===== src/rtl/adc_pkg.sv =====
// Shared ADC datapath constants and types.
// Used by the conversion core and by its downstream consumers.
package adc_pkg;

    localparam int unsigned DATA_W   = 10;
    localparam int unsigned LOG2_MAX = 4;
    localparam int unsigned CFG_W    = 3;

    typedef logic [DATA_W-1:0]          sample_t;
    typedef logic [DATA_W+LOG2_MAX-1:0] acc_t;
    typedef logic [LOG2_MAX-1:0]        cnt_t;
    typedef logic [CFG_W-1:0]           nexp_t;

    localparam nexp_t LOG2_MAX_N = nexp_t'(LOG2_MAX);

    function automatic nexp_t clamp_log2(input nexp_t cfg);
        return (cfg > LOG2_MAX_N) ? LOG2_MAX_N : cfg;
    endfunction

endpackage


===== src/rtl/adc_sync_fifo.sv =====
// Single-clock first-word-fall-through FIFO with fill level.
// Head reads as zero while empty; a push into a full FIFO is taken only with a same-cycle pop.
module adc_sync_fifo #(
    parameter int unsigned WIDTH = 8,
    parameter int unsigned DEPTH = 4,
    localparam int unsigned PTR_W = $clog2(DEPTH) + 1
) (
    input  logic             i_clk,
    input  logic             i_rst_n,
    input  logic             i_push,
    input  logic [WIDTH-1:0] i_data,
    output logic             o_full,
    input  logic             i_pop,
    output logic [WIDTH-1:0] o_data,
    output logic             o_empty,
    output logic [PTR_W-1:0] o_level
);

    logic [WIDTH-1:0] r_mem [DEPTH];
    logic [PTR_W-1:0] r_wr_ptr;
    logic [PTR_W-1:0] r_rd_ptr;

    logic [PTR_W-1:0] w_level;
    logic             w_empty;
    logic             w_full;
    logic             w_do_pop;
    logic             w_do_push;

    // Extra pointer bit separates full from empty when the indices match.
    assign w_level   = r_wr_ptr - r_rd_ptr;
    assign w_empty   = (w_level == '0);
    assign w_full    = (w_level == PTR_W'(DEPTH));
    assign w_do_pop  = i_pop & ~w_empty;
    assign w_do_push = i_push & (~w_full | w_do_pop);

    always_ff @(posedge i_clk or negedge i_rst_n) begin
        if (!i_rst_n) begin
            r_wr_ptr <= '0;
            r_rd_ptr <= '0;
            for (int i = 0; i < int'(DEPTH); i++) begin
                r_mem[i] <= '0;
            end
        end else begin
            if (w_do_push) begin
                r_mem[r_wr_ptr[PTR_W-2:0]] <= i_data;
                r_wr_ptr                   <= r_wr_ptr + 1'b1;
            end
            if (w_do_pop) begin
                r_rd_ptr <= r_rd_ptr + 1'b1;
            end
        end
    end

    assign o_data  = w_empty ? '0 : r_mem[r_rd_ptr[PTR_W-2:0]];
    assign o_empty = w_empty;
    assign o_full  = w_full;
    assign o_level = w_level;

endmodule


===== src/rtl/adc_sample_averager.sv =====
// Boxcar decimator: averages 2^N consecutive ADC samples and queues results in a FWFT FIFO.
// Tracks FIFO fill level and a sticky flag for results dropped on a full queue.
module adc_sample_averager
    import adc_pkg::*;
#(
    parameter int unsigned FIFO_DEPTH = 4,
    localparam int unsigned LVL_W = $clog2(FIFO_DEPTH) + 1
) (
    input  logic              wb_clk_i,
    input  logic              wb_rst_ni,
    input  logic              enable_i,
    input  logic [CFG_W-1:0]  cfg_log2_avg_i,
    input  logic [DATA_W-1:0] sample_i,
    input  logic              sample_valid_i,
    output logic [DATA_W-1:0] avg_o,
    output logic              avg_valid_o,
    input  logic              avg_ready_i,
    output logic [LVL_W-1:0]  fifo_level_o,
    output logic              overflow_o,
    input  logic              overflow_clr_i
);

    acc_t  r_acc;
    cnt_t  r_cnt;
    nexp_t r_n_lat;
    logic  r_overflow;

    nexp_t             w_n_eff;
    logic [LOG2_MAX:0] w_win_m1;
    logic              w_last;
    acc_t              w_sum;
    sample_t           w_result;
    logic              w_push;
    logic              w_pop;
    logic              w_full;
    logic              w_empty;
    logic              w_drop;

    // The first sample of a window uses the live exponent; later ones use the latched copy.
    assign w_n_eff  = (r_cnt == '0) ? clamp_log2(cfg_log2_avg_i) : r_n_lat;
    assign w_win_m1 = ((LOG2_MAX + 1)'(1) << w_n_eff) - (LOG2_MAX + 1)'(1);
    assign w_last   = ({1'b0, r_cnt} == w_win_m1);
    assign w_sum    = r_acc + acc_t'(sample_i);
    assign w_result = sample_t'(w_sum >> w_n_eff);

    assign w_push = enable_i & sample_valid_i & w_last;
    assign w_pop  = ~w_empty & avg_ready_i;
    assign w_drop = w_push & w_full & ~w_pop;

    always_ff @(posedge wb_clk_i or negedge wb_rst_ni) begin
        if (!wb_rst_ni) begin
            r_acc   <= '0;
            r_cnt   <= '0;
            r_n_lat <= '0;
        end else if (!enable_i) begin
            r_acc <= '0;
            r_cnt <= '0;
        end else if (sample_valid_i) begin
            if (r_cnt == '0) begin
                r_n_lat <= w_n_eff;
            end
            if (w_last) begin
                r_acc <= '0;
                r_cnt <= '0;
            end else begin
                r_acc <= w_sum;
                r_cnt <= r_cnt + 1'b1;
            end
        end
    end

    // A drop in the same cycle as a clear keeps the flag set.
    always_ff @(posedge wb_clk_i or negedge wb_rst_ni) begin
        if (!wb_rst_ni) begin
            r_overflow <= 1'b0;
        end else if (w_drop) begin
            r_overflow <= 1'b1;
        end else if (overflow_clr_i) begin
            r_overflow <= 1'b0;
        end
    end

    adc_sync_fifo #(
        .WIDTH (DATA_W),
        .DEPTH (FIFO_DEPTH)
    ) u_fifo (
        .i_clk   (wb_clk_i),
        .i_rst_n (wb_rst_ni),
        .i_push  (w_push),
        .i_data  (w_result),
        .o_full  (w_full),
        .i_pop   (avg_ready_i),
        .o_data  (avg_o),
        .o_empty (w_empty),
        .o_level (fifo_level_o)
    );

    assign avg_valid_o = ~w_empty;
    assign overflow_o  = r_overflow;

endmodule

===== config.mk =====
export PLATFORM = sky130hd
export DESIGN_NAME = adc_sample_averager
export DESIGN_NICKNAME = d
export VERILOG_FILES = /design/src/rtl/adc_pkg.sv /design/src/rtl/adc_sync_fifo.sv /design/src/rtl/adc_sample_averager.sv
export SDC_FILE = /design/constraint.sdc
export NUM_CORES = 1
export LEC_CHECK = 0
export ABC_AREA = 1
export BUFFER_PORTS_ARGS = -buffer_cell sky130_fd_sc_hd__buf_2
export CAP_MARGIN = 10
export CORE_ASPECT_RATIO = 1.1
export CORE_MARGIN = 2
export CORE_UTILIZATION = 35
export CTS_BUF_LIST = sky130_fd_sc_hd__clkbuf_16
export CTS_CLUSTER_SIZE = 10
export DETAILED_ROUTE_END_ITERATION = 10
export GPL_TIMING_DRIVEN = 0
export SYNTH_ARGS = -nofsm -noshare
export SYNTH_HDL_FRONTEND = slang
export SYNTH_SLANG_ARGS = --single-unit

===== constraint.sdc =====
create_clock -name wb_clk_i -period 7.5 [get_ports wb_clk_i]
set_clock_uncertainty 0.1 [all_clocks]
set_input_delay 0.75 -clock wb_clk_i [delete_from_list [all_inputs] [get_ports wb_clk_i]]
set_output_delay 0.75 -clock wb_clk_i [all_outputs]
set_load 0.01 [all_outputs]

==> summary.txt <==
Logic synthesis
  • Main area contributors after synthesis: dfrtp_1 (37%), nand2_1 (18%), nand3_1 (12%)
  • Area leader, netlist: dfrtp_1
  • Mux share of post-synthesis cell area: 0.2444%
  • Synth top area share: 36.93%
  • Seq cells post-synth: 68
  • Largest family of logic cells by synthesized area: simple AND/OR/NAND/NOR gates
  • Xor and xnor area share after synthesis: 2.281%
  • Synth cell types: 32
  • Post-Syn Area: 4608 sq um
  • Mapped Cells: 660
  • Syn nets: 700
  • Synthesis warning total: 0
  • Adder-cell share of the synthesized area: 6.028%
  • Complex-gate fraction of the synthesized area: 6.679%
  • Simple-Gate Fraction of Synth Area: 39.97%
  • Sequential cell area fraction in the yosys report: 36.93%
  • Syn Area/Cell: 6.982 sq um

Die
  • Die Wd: 113.4 um
  • Die Footprint: 14100 sq um
  • Core Rows: 43
  • Initial Utilization: 36.14%
  • Chip Height: 124.3 um
  • Core box area: 12750 sq um
  • Top Ports: 34

Setup path
  • Worst Path Arrival: 2.72 ns
  • Startpoint types: register
  • R2r setup slk: 3.94 ns
  • Kind of critical path: register to output pin
  • CP required: 6.65 ns
  • R2R depth: 15
  • Reg-to-reg startpoint: r_cnt[0]$_DFFE_PN0P_
  • Worst reg2reg path endpoint: u_fifo.r_mem[29]$_DFFE_PN0P_
  • Critical path fanouts, max: 10
  • CP endpoint kind: output pin

Finish
  • Ant diodes: 0
  • Share of layout cells above drive strength 1: 10.03%
  • Most common cell after layout, fill and taps aside: nand2_1
  • Area delta synth->final: 14.55%
  • Fillcell total: 1347
  • Non-filler instance count after layout: 865
  • Commonest non-fill, non-tap cells in the layout: nand2_1 (224), nand3_1 (110), dfrtp_1 (68)
  • Nets@finish: 744

Pwr
  • Lkg Pwr: 2.854 nW
  • Internal power: 0.0009565 W
  • Net Sw Power: 0.0007207 W
  • Sw Ratio: 42.97%
  • Final Total Pwr: 0.001677 W
  • Max VDD drop: 0.1669 mV
  • Clk pwr share: 27.1%
  • Reg power frac: 27.4%
  • Power per standard cell area: 317.7 nW/um^2
  • Logic pwr share: 45.5%

STA
  • Relative slew slack: 40.69%
  • Minimum clock period: 3.573 ns
  • Peak Freq: 0.2799 GHz
  • Count of final setup violators: 0
  • Endpoints failing hold: 0
  • Slew Limit Fails: 0
  • Worst-Margin Slew: 0.8897 ns
  • Setup WS post-layout: 3.927 ns
  • Setup TNS: 0 ns
  • Tcrit/Tclk final: 47.64%
  • Unrepaired setup endpoints after global routing: false

Drt
  • Via density: 5.180
  • Final wirelength: 12800 um
  • Initial DRC Count: 428
  • Average wire per standard cell: 14.79 um
  • TritonRoute pass-1 iters: 5
  • DRT antenna net count: 0
  • Routed vias: 4481
  • DRC viols: 0

Global routing
  • First-pass GRT wire length: 21190 um
  • Remaining global-route overflow: 0
  • Pin count of the biggest net entering global routing: 69
  • Initial antenna violation count: 0
  • Total global routing track utilization: 18.91%
  • Number of global-route vias before repair: 4372

CTS
  • Clock Path Buffers: 2
  • Worst-path clk slew: 0.06 ns
  • Hold buffers post-CTS: 0
  • Htree depth: 3
  • Post-CTS setup buffers: 0
  • TritonCTS Sinks: 68
  • Root Driver: clkbuf_16
  • CTS tree: built
  • CTS resizes: 0
  • Total CTS buffers: 9
  • Clock latency on the worst-skew pair: 0.35 ns

Worst hold path
  • Hold Crit Start: u_fifo.r_mem[13]$_DFFE_PN0P_
  • Cell count of the worst hold path: 2
  • Hold Path Class: register to register
  • Hold Path End: u_fifo.r_mem[13]$_DFFE_PN0P_

Place
  • Port-buffer cells: 33
  • Dpl ws: 3.798 ns
  • Dpl cells: 850
  • Gpl congestion: 0.8960
  • Post-DP HPWL: 9422 um

Job
  • MaxCap Viol Count: 0

Status
  • Status: finished clean
==> critical path, cell delays in order, from the launching register on <==
cell	delay (ns)
dfrtp_1	0.38
inv_1	0.11
ha_1	0.21
fa_1	0.39
xor2_1	0.16
xor2_1	0.17
nand3_1	0.14
clkbuf_1	0.49
nand2_1	0.13
inv_1	0.08
buf_2	0.12
==> final cells by class <==
cell class / count / area, sq um / share of cell area (%)
Tap cell: 157 / 196.4 / 3.721
Timing Repair Buffer: 33 / 167.7 / 3.176
Multi-Input combinational cell: 500 / 2544 / 48.19
Buffer: 21 / 96.34 / 1.825
Clock inverter: 6 / 81.33 / 1.541
Sequential cell: 68 / 1702 / 32.24
Inverter: 71 / 266.5 / 5.049
Clock buffer: 9 / 225.2 / 4.266
==> layer usage <==
metal  wire length, um  track usage, %  vias to the layer above
met5                 0               0                        -
met4               290           6.671                        0
met3               556           4.526                       29
met2              6258           31.98                      114
met1              5691           23.40                     2106
li1                  -               -                     2232
==> sequential cells by signal, summed over array words and instances (netlist names) <==
| name | count |
|---|---|
| r_acc | 14 |
| overflow_o | 1 |
| u_fifo.r_wr_ptr | 3 |
| r_cnt | 4 |
| u_fifo.r_mem | 40 |
| r_n_lat | 3 |
| u_fifo.r_rd_ptr | 3 |
==> cells in the mapped netlist <==
cell type	count
nand4_1	8
nor3_1	2
nor2_1	49
nand4_2	4
mux2_2	1
nand3_1	110
a21oi_1	6
nand2_2	4
o211ai_1	3
nand2_1	224
nor2_2	2
inv_2	2
buf_1	2
dfrtp_1	68
buf_6	2
nand3b_1	5
o22ai_1	4
o21ai_0	27
a21boi_0	1
clkinv_1	3
xnor2_1	6
ha_1	19
nor2_4	3
o32ai_1	10
inv_1	66
buf_2	2
clkbuf_1	15
xor2_1	6
nor3_4	1
nand2_4	1
fa_1	2
nand3_2	2
==> kinds of logic after synthesis <==
| group | count (synthesis) |
|---|---|
| flip-flops | 68 |
| multiplexers | 1 |
| buffers and inverters | 92 |
| XOR/XNOR | 12 |
| AND/OR/NAND/NOR | 415 |
| adder cells (fa/ha/maj) | 21 |
| AO/OA/AOI/OAI | 51 |
==> power groups by stage <==
stage / registers [W] / clock network (W) / logic, W
after floorplan: 0.000455 / 0 / 0.000525
after global placement: 0.000462 / 0 / 0.000752
after detailed placement: 0.000465 / 0 / 0.000767
final: 0.000459 / 0.000455 / 0.000763
after global routing: 0.000466 / 0.000475 / 0.000862
after CTS: 0.000459 / 0.000465 / 0.000770
==> worst max-delay path by stage <==
stage,endpoint,from,depth (start not counted)
global route,u_fifo.r_mem[26]$_DFFE_PN0P_,r_cnt[0]$_DFFE_PN0P_,15
CTS,avg_o[2],u_fifo.r_wr_ptr[0]$_DFFE_PN0P_,10
floorplan,u_fifo.r_mem[9]$_DFFE_PN0P_,cfg_log2_avg_i[2],15
finish,avg_o[0],u_fifo.r_wr_ptr[0]$_DFFE_PN0P_,10
detailed placement,u_fifo.r_mem[37]$_DFFE_PN0P_,cfg_log2_avg_i[2],15
global placement,u_fifo.r_mem[37]$_DFFE_PN0P_,cfg_log2_avg_i[2],15
==> per-stage QoR <==
stage          cell area [sq um]  hold WS, ns  util, %
2_1_floorplan               4608       0.3366        -
3_3_place_gp                4970       0.3488    38.98
3_5_place_dp                4972       0.3541    39.00
4_1_cts                     5279       0.3689    41.40
5_1_grt                     5279       0.3849    41.40
6_report                    5279       0.3720    41.40
No activity file was read; power rests on OpenSTA's default activity.
